<file path="src/rtl/wb_pkg.sv">
// Shared types and default widths for the write-back arbiter.
package wb_pkg;

    // Write-back source; the encoding equals the memtoreg select value.
    typedef enum logic {
        WB_SRC_ALU = 1'b0,
        WB_SRC_MEM = 1'b1
    } wb_src_e;

    localparam int WB_W  = 32;
    localparam int WB_AW = 5;

endpackage

</file>
<file path="src/rtl/wb_arbiter_mux.sv">
// Two-input write-back select: load data when memtoreg is set, ALU result otherwise.
module mux #(
    parameter int W = 32
) (
    input  logic [W-1:0] rd,
    input  logic [W-1:0] result,
    input  logic         memtoreg,
    output logic [W-1:0] data_write
);

    assign data_write = memtoreg ? rd : result;

endmodule

</file>
<file path="src/rtl/wb_arbiter.sv">
// Arbitrates the single register-file write port between the ALU result path
// and the load-return path. Memory has priority; after STARVE_MAX consecutive
// contended memory wins the ALU gets one grant. Outputs are registered.
module wb_arbiter
    import wb_pkg::*;
#(
    parameter int W          = WB_W,
    parameter int AW         = WB_AW,
    parameter int STARVE_MAX = 2
) (
    input  logic          clk,
    input  logic          rst_n,
    input  logic          alu_valid,
    output logic          alu_ready,
    input  logic [W-1:0]  alu_result,
    input  logic [AW-1:0] alu_waddr,
    input  logic          mem_valid,
    output logic          mem_ready,
    input  logic [W-1:0]  mem_rd,
    input  logic [AW-1:0] mem_waddr,
    input  logic          wb_stall,
    output logic          reg_write,
    output logic [AW-1:0] wr_addr,
    output logic [W-1:0]  data_write,
    output logic          memtoreg
);

    localparam int            CW      = $clog2(STARVE_MAX + 1);
    localparam logic [CW-1:0] CNT_MAX = CW'(STARVE_MAX);

    logic [CW-1:0] starve_cnt_reg;
    logic [CW-1:0] starve_cnt_next;
    logic          alu_grant;
    logic          mem_grant;
    logic          transfer;
    wb_src_e       grant_src;
    logic          mux_sel;
    logic [AW-1:0] grant_addr;
    logic [W-1:0]  mux_data;

    // Grant decision; nothing is granted while in reset or stalled.
    always_comb begin
        alu_grant = 1'b0;
        mem_grant = 1'b0;
        if (rst_n && !wb_stall) begin
            if (alu_valid && mem_valid) begin
                if (starve_cnt_reg == CNT_MAX) begin
                    alu_grant = 1'b1;
                end else begin
                    mem_grant = 1'b1;
                end
            end else if (mem_valid) begin
                mem_grant = 1'b1;
            end else if (alu_valid) begin
                alu_grant = 1'b1;
            end
        end
    end

    assign alu_ready  = alu_grant;
    assign mem_ready  = mem_grant;
    assign transfer   = alu_grant | mem_grant;
    assign grant_src  = mem_grant ? WB_SRC_MEM : WB_SRC_ALU;
    assign mux_sel    = (grant_src == WB_SRC_MEM);
    assign grant_addr = mem_grant ? mem_waddr : alu_waddr;

    // Starvation counter: frozen under stall, cleared when the ALU is idle or
    // served, and counts memory wins taken while the ALU was waiting.
    always_comb begin
        starve_cnt_next = starve_cnt_reg;
        if (!wb_stall) begin
            if (!alu_valid || alu_grant) begin
                starve_cnt_next = '0;
            end else if (mem_grant && (starve_cnt_reg != CNT_MAX)) begin
                starve_cnt_next = starve_cnt_reg + 1'b1;
            end
        end
    end

    mux #(.W(W)) u_wb_mux (
        .rd         (mem_rd),
        .result     (alu_result),
        .memtoreg   (mux_sel),
        .data_write (mux_data)
    );

    // Starvation counter register.
    always_ff @(posedge clk or negedge rst_n) begin
        if (!rst_n) begin
            starve_cnt_reg <= '0;
        end else begin
            starve_cnt_reg <= starve_cnt_next;
        end
    end

    // Write-back output register; writes to x0 are accepted but not enabled.
    always_ff @(posedge clk or negedge rst_n) begin
        if (!rst_n) begin
            reg_write  <= 1'b0;
            wr_addr    <= '0;
            data_write <= '0;
            memtoreg   <= 1'b0;
        end else if (transfer) begin
            reg_write  <= (grant_addr != '0);
            wr_addr    <= grant_addr;
            data_write <= mux_data;
            memtoreg   <= mux_sel;
        end else begin
            reg_write  <= 1'b0;
        end
    end

endmodule

</file>
<file path="config.mk">
export PLATFORM = sky130hd
export DESIGN_NAME = wb_arbiter
export DESIGN_NICKNAME = d
export VERILOG_FILES = /design/src/rtl/wb_pkg.sv /design/src/rtl/wb_arbiter_mux.sv /design/src/rtl/wb_arbiter.sv
export SDC_FILE = /design/constraint.sdc
export NUM_CORES = 1
export LEC_CHECK = 0
export ABC_CLOCK_PERIOD_IN_PS = 2900
export CAP_MARGIN = 20
export CORE_ASPECT_RATIO = 1.4
export CORE_MARGIN = 10
export CORE_UTILIZATION = 43
export CTS_CLUSTER_SIZE = 10
export DETAILED_ROUTE_END_ITERATION = 10
export PLACE_DENSITY = 0.86
export SLEW_MARGIN = 20
export SYNTH_ARGS = -nofsm -noshare
export SYNTH_HDL_FRONTEND = slang
export SYNTH_SLANG_ARGS = --single-unit
</file>
<file path="constraint.sdc">
create_clock -name clk -period 2.9 [get_ports clk]
set_input_delay 0.435 -clock clk [delete_from_list [all_inputs] [get_ports clk]]
set_output_delay 0.435 -clock clk [all_outputs]
set_load 0.1 [all_outputs]
</file>
Yosys cells after proc, flatten, opt, wreduce, memory -nomap -nowiden

Index checks and enable logic that the tools add are counted.
Widths: inputs -> output; s select.

Bits of input ports: 79
Register bits: 41
Word-level logic and storage cells: 34
Output and inout port bits: 41

Reduce and logical (&&, ||, !) cells: 9
Muxes and demuxes: 15
Bitwise logic cells: 2
Add/subtract/negate cells: 1
Eq/ne operators: 2

Operator list:

| kind                | number |
|---|---|
| $mux 32             | 1 |
| $mux 1              | 11 |
| $mux 5              | 1 |
| $reduce_bool 5->1   | 1 |
| $mux 2              | 2 |
| $logic_and 1x1->1   | 3 |
| $add 2x1->2 const B | 1 |
| $eq 2x2->1 const B  | 1 |
| $logic_not 1->1     | 2 |
| $ne 2x2->1 const B  | 1 |
| $reduce_and 2->1    | 1 |
| $reduce_bool 2->1   | 1 |
| $logic_or 1x1->1    | 1 |
| $not 1->1           | 1 |
| $or 1x1->1          | 1 |

Depth between registers and ports, before layout

Gate-level depths: netlist (run 1).

Word-level depth: 7
Mapped depth: 8

Hierarchy

A second synthesis (run 1) with hierarchy kept.

Cells, all modules: 159
Area, all modules: 2284.7 µm²

Modules (own cells, without submodules):

| module     | seq. area each (µm²) | instances | area an instance (µm²) | cells an instance |
|---|---|---|---|---|
| wb_arbiter | 1026.0               | 1         | 1740.4                 | 123 |
| mux        | 0.0                  | 1         | 544.3                  | 36 |

Worst setup path before layout (run 1)

OpenSTA, ideal clock, no wires.

Path kind: input port to output port
Start point: input wb_stall
End point: output alu_ready
Data arrival time: 1.720 ns
Slack: 0.745 ns
Stages on the path: 3
Buffers on the path: 1
Cell sequence: and2b_4 -> clkbuf_1 -> and3_1

Cells in the longest elaborated chain, start to end: 3

Ends and longest elaborated chain:

| item               | line             | text |
|---|---|---|
| start: declaration | wb_arbiter.sv:21 | `input logic wb_stall,` |
| $logic_not 1->1    | -                |  |
| $logic_and 1x1->1  | wb_arbiter.sv:45 | `if (rst_n && !wb_stall) begin` |
| $mux 1             | wb_arbiter.sv:45 |  |
| end: declaration   | wb_arbiter.sv:14 | `output logic alu_ready,` |

Every way passes these cells.

Worst setup path in the final report (run 1)

Start point: input alu_valid
End point: output mem_ready

Cells in the longest elaborated chain, start to end: 3

Ends and longest elaborated chain:

| item               | line             | text |
|---|---|---|
| start: declaration | wb_arbiter.sv:13 | `input logic alu_valid,` |
| $logic_and 1x1->1  | wb_arbiter.sv:46 | `if (alu_valid && mem_valid) begin` |
| $mux 1             | wb_arbiter.sv:46 |  |
| $mux 1             | wb_arbiter.sv:45 |  |
| end: declaration   | wb_arbiter.sv:18 | `output logic mem_ready,` |

Every way passes these cells.

==> impl_metrics.tcl, run 1 <==
set metrics [dict create \
    fin_hold_ws_ps 246 \
    hold_path.class "input pin to async pin" \
    switching_share_pct 49.3 \
    rsz0062_at_grt "no" \
    diodes 0 \
    wire_per_inst_um 21.0 \
    core-area_um2 5200 \
    largest_register_ffs 32 \
    wl_um 7990 \
    cts_setup_buffers 0 \
    antenna_found_initial 0 \
    clock_power_share_pct 15.8 \
    crit_start "alu_valid" \
    endpoint "mem_ready" \
    gr-usage-all-layers_pct 18.0 \
    path_cells "clkdlybuf4s50_1 > buf_4 > nand2_1 > nand3_1 > inv_1 > buf_12" \
    placed_area_um2 3450 \
    cts_sinks 41 \
    cts_root_buffer "clkbuf_8" \
    avgSynthCellArea_um2 11.4 \
    pwr_density_cell_nw_per_um2 668 \
    synth_fp_nets 283 \
    finalMaxSlewViolations 0 \
    drv_cap 0 \
    slew_headroom_pct 46.3 \
    hpwl_um 5970 \
    rows 31 \
    outcome "complete, no violations" \
    total_power_mw 2.36 \
    skew_ps 3.67 \
    intPower_mw 1.20 \
    critical_path.max_fanout 19 \
    critPathKind "input pin to output port" \
    reg2reg_depth 6 \
    fin_area_um2 3540 \
    fmax_ghz 0.426 \
    numCtsBuffers 5 \
    combPwrFrac_pct 53.1 \
    ant_nets 0 \
    drc 0 \
    grt_pass1_wl_um 12600 \
    seq_area_um2 1030 \
    first_global_vias 2377 \
    p_sw_mw 1.17 \
    final_cell_mix "77 x clkdlybuf4s50_1, 50 x buf_4, 41 x dfrtp_1" \
    crit_arrival_ps 1910 \
    synth_seq_cells 41 \
    grt_max_degree 45 \
    htree_levels 2 \
    portBuffers 119 \
    yosysTopAreaCellShare_pct 44.3 \
    tightestPinTransition_ps 805 \
    gp_congestion 0.770 \
    setup_violations 0 \
    viasPerCell 5.89 \
    fin_crit_sh_pct 81.0 \
    ys_warn_count 0 \
    fillers 433 \
    cts.repair.resized 0 \
    reg2reg_slack_ps 890 \
    ctsHoldBuffers 0 \
    initial_core_util_pct 44.6 \
    layout_commonest_cell "clkdlybuf4s50_1" \
    ios 120 \
    drt_iter0_drc 156 \
    path_clk_slew_ps 70 \
    synthToLayoutAreaGrowth_pct 52.7 \
    ir_worst_vdd_mv 0.340 \
    crit_cells 6 \
    power_frac_seq_pct 31.1 \
    cp_slowest_stage_delay_ps 400 \
    netlist-cell-type-count 25 \
    finish.utilization_pct 68.1 \
    min_period_ps 2350 \
    dieArea_um2 8770 \
    via_count 2237 \
    ys_top_cells_by_area "dfrtp_1 44%, a221o_1 16%, and4_1 14%" \
    netlist_area_um2 2320 \
    seq_area_frac_synth_pct 44.3 \
    regToRegStartpoint "starve_cnt_reg[0]" \
    path_delay_family "buffers and inverters" \
    cts_max_path_buffers 2 \
    multi_input_area_um2 1120 \
    worst_setup_path_end_kind "output port" \
    synth_top_area_cell "dfrtp_1" \
    fin_tns_setup_ps 0 \
    crit_path_start_kind "input pin" \
    grt_remaining_overflow 0 \
    cts_tree "built" \
    slowest_stage "clkdlybuf4s50_1" \
    firstDrtPassIters 4 \
    postSynthCellCount 203 \
    critPathBufInv 4 \
    required_ps 2470 \
    layout.nets 394 \
    die_h_um 107 \
    drive_above_1_share_pct 20.1 \
    p_leak_nw 1.47 \
    die_w_um 82.1 \
    hold_viol_final 0 \
    r2r_end "data_write[16]" \
    clock_latency_ps 280 \
]
-- cell usage after synthesis (all sizes together) --
| master | count |
|---|---|
| dfrtp | 41 |
| a221o | 37 |
| and4 | 37 |
| nor3b | 37 |
| buf | 14 |
| clkbuf | 13 |
| inv | 3 |
| nand2b | 3 |
| a22o | 2 |
| nand2 | 2 |
| nor2 | 2 |
| or4 | 2 |
| a211oi | 1 |
| a21o | 1 |
| a311oi | 1 |
| and2b | 1 |
| and3 | 1 |
| ha | 1 |
| nand3 | 1 |
| o21ai | 1 |
| o31ai | 1 |
| o32ai | 1 |
-- stage by stage --
step / instances / setup slack, ps
2_1_floorplan: 203 / 745
3_3_place_gp: 373 / 566
3_5_place_dp: 373 / 558
4_1_cts: 380 / 555
5_1_grt: 380 / 468
6_report: 380 / 550
-- cells by family (layout without fill, tap and decap cells) --
kind of cell / count (synthesis) / in the layout / share of synthesized area [%]
fa+ha+maj: 1 / 1 / 0.540
compound gates: 45 / 45 / 18.7
buf+inv: 30 / 141 / 7.45
flops: 41 / 41 / 44.3
simple gates: 86 / 86 / 29.1
-- power by group through the flow --
stage / clock, mW / sequential [mW] / combinational (mW)
5_1_grt: 0.402 / 0.750 / 1.30
6_report: 0.373 / 0.735 / 1.26
2_1_floorplan: 0 / 1.46 / 0.190
3_5_place_dp: 0 / 0.744 / 1.26
3_3_place_gp: 0 / 0.741 / 1.25
4_1_cts: 0.383 / 0.735 / 1.27
-- area by class of cell --
cell class,instances,share of cell area [%]
Tap cell,66,2.33
Inverter,3,0.318
Sequential cell,41,29.0
Multi-Input combinational cell,132,31.7
Timing Repair Buffer,131,34.2
Clock buffer,7,2.44
-- worst min-delay path by stage --
stage                        start              to  slack [ps]
floorplan                    rst_n   data_write[0]         140
global placement          memtoreg        memtoreg         470
detailed placement  data_write[24]  data_write[24]         500
CTS                          rst_n  data_write[12]         270
global route                 rst_n   data_write[6]         290
finish                       rst_n   data_write[6]         250
-- layer usage --
| layer | track usage (%) | wire length [µm] | vias up |
|---|---|---|---|
| met5 | 0 | 0 | - |
| met1 | 20.5 | 3020 | 1079 |
| met3 | 3.68 | 581 | 13 |
| met4 | 6.71 | 179 | 0 |
| met2 | 31.8 | 4210 | 94 |
| li1 | - | - | 1051 |
Power figures use the tool's default switching activity.
==> run 2: changes to the inputs <==
Settings changed: ABC_CLOCK_PERIOD_IN_PS 2900 to 2210, CORE_UTILIZATION 43 to 40, PLACE_DENSITY 0.86 to 0.81.
Clock period 2.9 ns to 2.21 ns, I/O delays scaled along.
==> run 2 against run 1 <==
Net effect: first-iteration DRC count shrank 21%; clock power is 28% higher; cell count up 1.8%; via count rose by 0.36%; register-to-register slack worse by 270 ps; combinational power up 32%; clock skew is 2.5 ps higher; sequential power rose by 31%; critical path type unchanged.
==> impl_metrics.tcl, run 2 (synthesized netlist as in run 1, its figures left out) <==
set metrics [dict create \
    outcome "complete, no violations" \
    skew_ps 6.14 \
    ctsHoldBuffers 0 \
    required_ps 1880 \
    fmax_ghz 0.507 \
    grt_max_degree 39 \
    synthToLayoutAreaGrowth_pct 54.5 \
    clock_latency_ps 290 \
    fin_crit_sh_pct 89.3 \
    hpwl_um 6170 \
    viasPerCell 5.80 \
    p_leak_nw 1.49 \
    fin_tns_setup_ps 0 \
    wire_per_inst_um 20.9 \
    finish.utilization_pct 64.4 \
    grt_pass1_wl_um 12800 \
    slew_headroom_pct 78.1 \
    cts_tree "built" \
    finalMaxSlewViolations 0 \
    diodes 0 \
    tightestPinTransition_ps 328 \
    rows 32 \
    grt_remaining_overflow 0 \
    crit_path_start_kind "input pin" \
    cts_root_buffer "clkbuf_8" \
    hold_viol_final 0 \
    ios 120 \
    rsz0062_at_grt "no" \
    drc 0 \
    cts_max_path_buffers 2 \
    ir_worst_vdd_mv 0.388 \
    core-area_um2 5570 \
    numCtsBuffers 5 \
    cts_sinks 41 \
    die_h_um 110 \
    die_w_um 84.3 \
    firstDrtPassIters 4 \
    final_cell_mix "77 x clkdlybuf4s50_1, 53 x buf_4, 41 x dfrtp_1" \
    critical_path.max_fanout 11 \
    drt_iter0_drc 124 \
    critPathKind "input pin to output port" \
    antenna_found_initial 0 \
    hold_path.class "input pin to async pin" \
    crit_arrival_ps 1640 \
    layout.nets 398 \
    ant_nets 0 \
    largest_register_ffs 32 \
    cts_setup_buffers 0 \
    drv_cap 0 \
    dieArea_um2 9280 \
    cts.repair.resized 0 \
    layout_commonest_cell "clkdlybuf4s50_1" \
    via_count 2245 \
    worst_setup_path_end_kind "output port" \
    gr-usage-all-layers_pct 16.7 \
    first_global_vias 2486 \
    fin_hold_ws_ps 40.3 \
    initial_core_util_pct 41.7 \
    gp_congestion 0.820 \
    min_period_ps 1970 \
    path_clk_slew_ps 80 \
    htree_levels 2 \
    portBuffers 119 \
    drive_above_1_share_pct 21.3 \
    setup_violations 0 \
    wl_um 8100 \
    pwr_density_cell_nw_per_um2 865 \
]
run 2: cell count changes in the layout (fill, tap and decap cells not counted):
cell and delta:
clkinv_2 +2, clkbuf_8 -1, buf_12 +1, buf_4 +3
run 2: path summary, 6_finish.rpt:
| check | slack [ps] | endpoint | start | depth (start not counted) |
|---|---|---|---|---|
| hold / removal | 40 | data_write[5] | rst_n | 2 |
| setup / recovery | 240 | mem_ready | wb_stall | 5 |
| max in group asynchronous | 1880 | data_write[26] | rst_n | 2 |
| setup reg to reg | 620 | data_write[6] | starve_cnt_reg[0] | 6 |
| hold reg to reg | 480 | memtoreg | memtoreg | 1 |
| min in group clk | 480 | memtoreg | memtoreg | 1 |
run 2: final cells by class:
type                    count  area [µm²]
fillers                   462        1980
repair buffers            135        1250
multi-input cells         132        1120
flip-flops and latches     41        1030
well taps                  68        85.1
clock buffers               6        72.6
inverters                   3        11.3
clock inverters             2        10.0
run 2: layer usage:
metal  up-vias  part of all wire [%]  wire [µm]  GRT usage, %
met4         0                   2.4        193          7.31
met3        17                   5.5        442          4.19
met2        74                    53       4280          30.1
met1      1093                    39       3180          18.3
li1       1061                     -          -             -
met5         -                     0          0             0
run 2: per-stage QoR:
| step | instance area [µm²] | worst slack [ps] | power [mW] | cells |
|---|---|---|---|---|
| floorplan | 2320 | 201 | 2.16 | 203 |
| global placement | 3500 | 274 | 2.63 | 379 |
| detailed placement | 3500 | 237 | 2.64 | 379 |
| CTS | 3580 | 230 | 3.12 | 387 |
| global route | 3580 | 141 | 3.21 | 387 |
| finish | 3580 | 237 | 3.10 | 387 |
run 2: critical path: stages:
cell	delay (ps)
clkdlybuf4s50_1	460
and2b_4	340
nand3_1	130
inv_1	180
buf_12	200
run 2: power by group:
group          switching [mW]  leakage (nW)  internal, mW
clock                   0.258        0.0450         0.219
sequential             0.0836         0.493         0.882
combinational            1.21         0.956         0.449
==> run 3: changes to the inputs <==
Settings changed: ABC_CLOCK_PERIOD_IN_PS 2210 to 1900, GPL_ROUTABILITY_DRIVEN set to 0.
Clock period 2.21 ns to 1.9 ns, I/O delays scaled along.
==> run 3 against run 2 <==
Net effect: first-iteration DRC count down 4.0%; via count up 1.6%; global-route usage down 0.087 points; non-clock buffer count up 11; clock power up 31%; sequential share of layout area down 1.1 points; register-to-register slack worse by 330 ps; critical path depth up 2; critical endpoint unchanged; largest power group unchanged.
==> impl_metrics.tcl, run 3 (synthesized netlist as in run 1, its figures left out) <==
set metrics [dict create \
    fin_crit_sh_pct 97.1 \
    skew_ps 3.36 \
    drv_cap 0 \
    ir_worst_vdd_mv 0.514 \
    cts_tree "built" \
    p_sw_mw 1.81 \
    via_count 2281 \
    fin_area_um2 3720 \
    crit_arrival_ps 1560 \
    worst_setup_path_end_kind "output port" \
    crit_start "starve_cnt_reg[0]" \
    synthToLayoutAreaGrowth_pct 60.6 \
    firstDrtPassIters 4 \
    rows 32 \
    min_period_ps 1840 \
    hold_path.class "register to register" \
    hpwl_um 6300 \
    fmax_ghz 0.542 \
    placed_area_um2 3570 \
    fin_cells 398 \
    dieArea_um2 9280 \
    slowest_stage "dfrtp_1" \
    pwr_density_cell_nw_per_um2 996 \
    combPwrFrac_pct 52.9 \
    layout.nets 409 \
    place_inst 385 \
    ios 120 \
    core-area_um2 5570 \
    grt_remaining_overflow 0 \
    die_h_um 110 \
    final_cell_mix "77 x clkdlybuf4s50_1, 60 x buf_4, 41 x dfrtp_1" \
    wl_um 8320 \
    seq_area_um2 1030 \
    die_w_um 84.3 \
    required_ps 1620 \
    cts_max_path_buffers 2 \
    finalMaxSlewViolations 0 \
    worstHoldStart "memtoreg" \
    critical_path.max_fanout 6 \
    crit_top_cell "buf_12" \
    intPower_mw 1.90 \
    ant_nets 0 \
    clock_power_share_pct 16.9 \
    grt_max_degree 39 \
    multi_input_area_um2 1130 \
    critPathKind "register to output port" \
    htree_levels 2 \
    setup_violations 0 \
    cts_root_buffer "clkbuf_8" \
    fillers 449 \
    path_cells "inv_1 > ha_1 > nand2_1 > nand3_2 > buf_12 > clkinvlp_4 > buf_12" \
    drc 0 \
    largest_register_ffs 32 \
    layout_setup_ws_ps 55.7 \
    viasPerCell 5.73 \
    total_power_mw 3.71 \
    cp_slowest_stage_delay_ps 370 \
    tightestPinTransition_ps 321 \
    slew_headroom_pct 78.6 \
    drive_above_1_share_pct 24.5 \
    path_clk_slew_ps 80 \
    outcome "complete, no violations" \
    wire_per_inst_um 20.9 \
    antenna_found_initial 0 \
    initial_core_util_pct 41.7 \
    regToRegStartpoint "starve_cnt_reg[0]" \
    fin_hold_ws_ps 484 \
    diodes 0 \
    p_leak_nw 1.56 \
    cts_sinks 41 \
    drt_iter0_drc 119 \
    clock_latency_ps 290 \
    switching_share_pct 48.7 \
    grt_pass1_wl_um 12600 \
    numCtsBuffers 5 \
    crit_path_start_kind "register" \
    pre_cts_slack_ps 17.8 \
    first_global_vias 2440 \
    hold_viol_final 0 \
    layout_commonest_cell "clkdlybuf4s50_1" \
    portBuffers 119 \
    power_frac_seq_pct 30.2 \
    gr-usage-all-layers_pct 16.6 \
]
run 3: metal layers:
metal | part of all wire [%] | wire length [µm] | global-route usage (%)
met3 | 5.2 | 431 | 3.82
met5 | 0 | 0 | 0
met1 | 40 | 3310 | 18.1
met2 | 54 | 4460 | 30.7
met4 | 1.4 | 116 | 6.13
run 3: power groups by stage:
stage | registers, mW | logic (mW) | clock network (mW)
finish | 1.12 | 1.96 | 0.625
global route | 1.14 | 2.02 | 0.677
floorplan | 2.22 | 0.291 | 0
detailed placement | 1.13 | 1.96 | 0
CTS | 1.12 | 1.97 | 0.643
global placement | 1.13 | 1.94 | 0
run 3: per-stage QoR:
step,TNS [ps],util (%)
finish,0,66.9
global route,-2.27,66.9
CTS,0,66.4
detailed placement,0,64.2
global placement,0,64.2
floorplan,0,-
run 3: path summary, 6_finish.rpt:
| check | slack, ps | end | cells past startpoint |
|---|---|---|---|
| max in group asynchronous | 840 | data_write[21] | 4 |
| worst min-delay path | 480 | memtoreg | 1 |
| worst min register to register | 480 | memtoreg | 1 |
| min in group asynchronous | 490 | data_write[0] | 3 |
| worst max register to register | 290 | data_write[26] | 7 |
| worst max-delay path | 60 | mem_ready | 7 |
run 3: what timing repair did:
item	in CTS	in global routing
setup endpoints to repair	1	3
setup buffers	1	3
hold endpoints to repair	18	0
hold buffers	1	0
gates resized for setup	1	1
run 3: area by class of cell:
cell class / count / share of cell area, %
clock buffer: 7 / 2.59
clock inverter: 1 / 0.134
inverter: 3 / 0.403
multi-input combinational: 132 / 30.3
sequential: 41 / 27.6
tap: 68 / 2.28
timing repair buffer: 146 / 36.7
run 3: critical path: cells and delay by family (launching register included):
| family | cells | cell delay (ps) |
|---|---|---|
| buf+inv | 4 | 470 |
| flops | 1 | 370 |
| simple gates | 2 | 240 |
| fa+ha+maj | 1 | 200 |
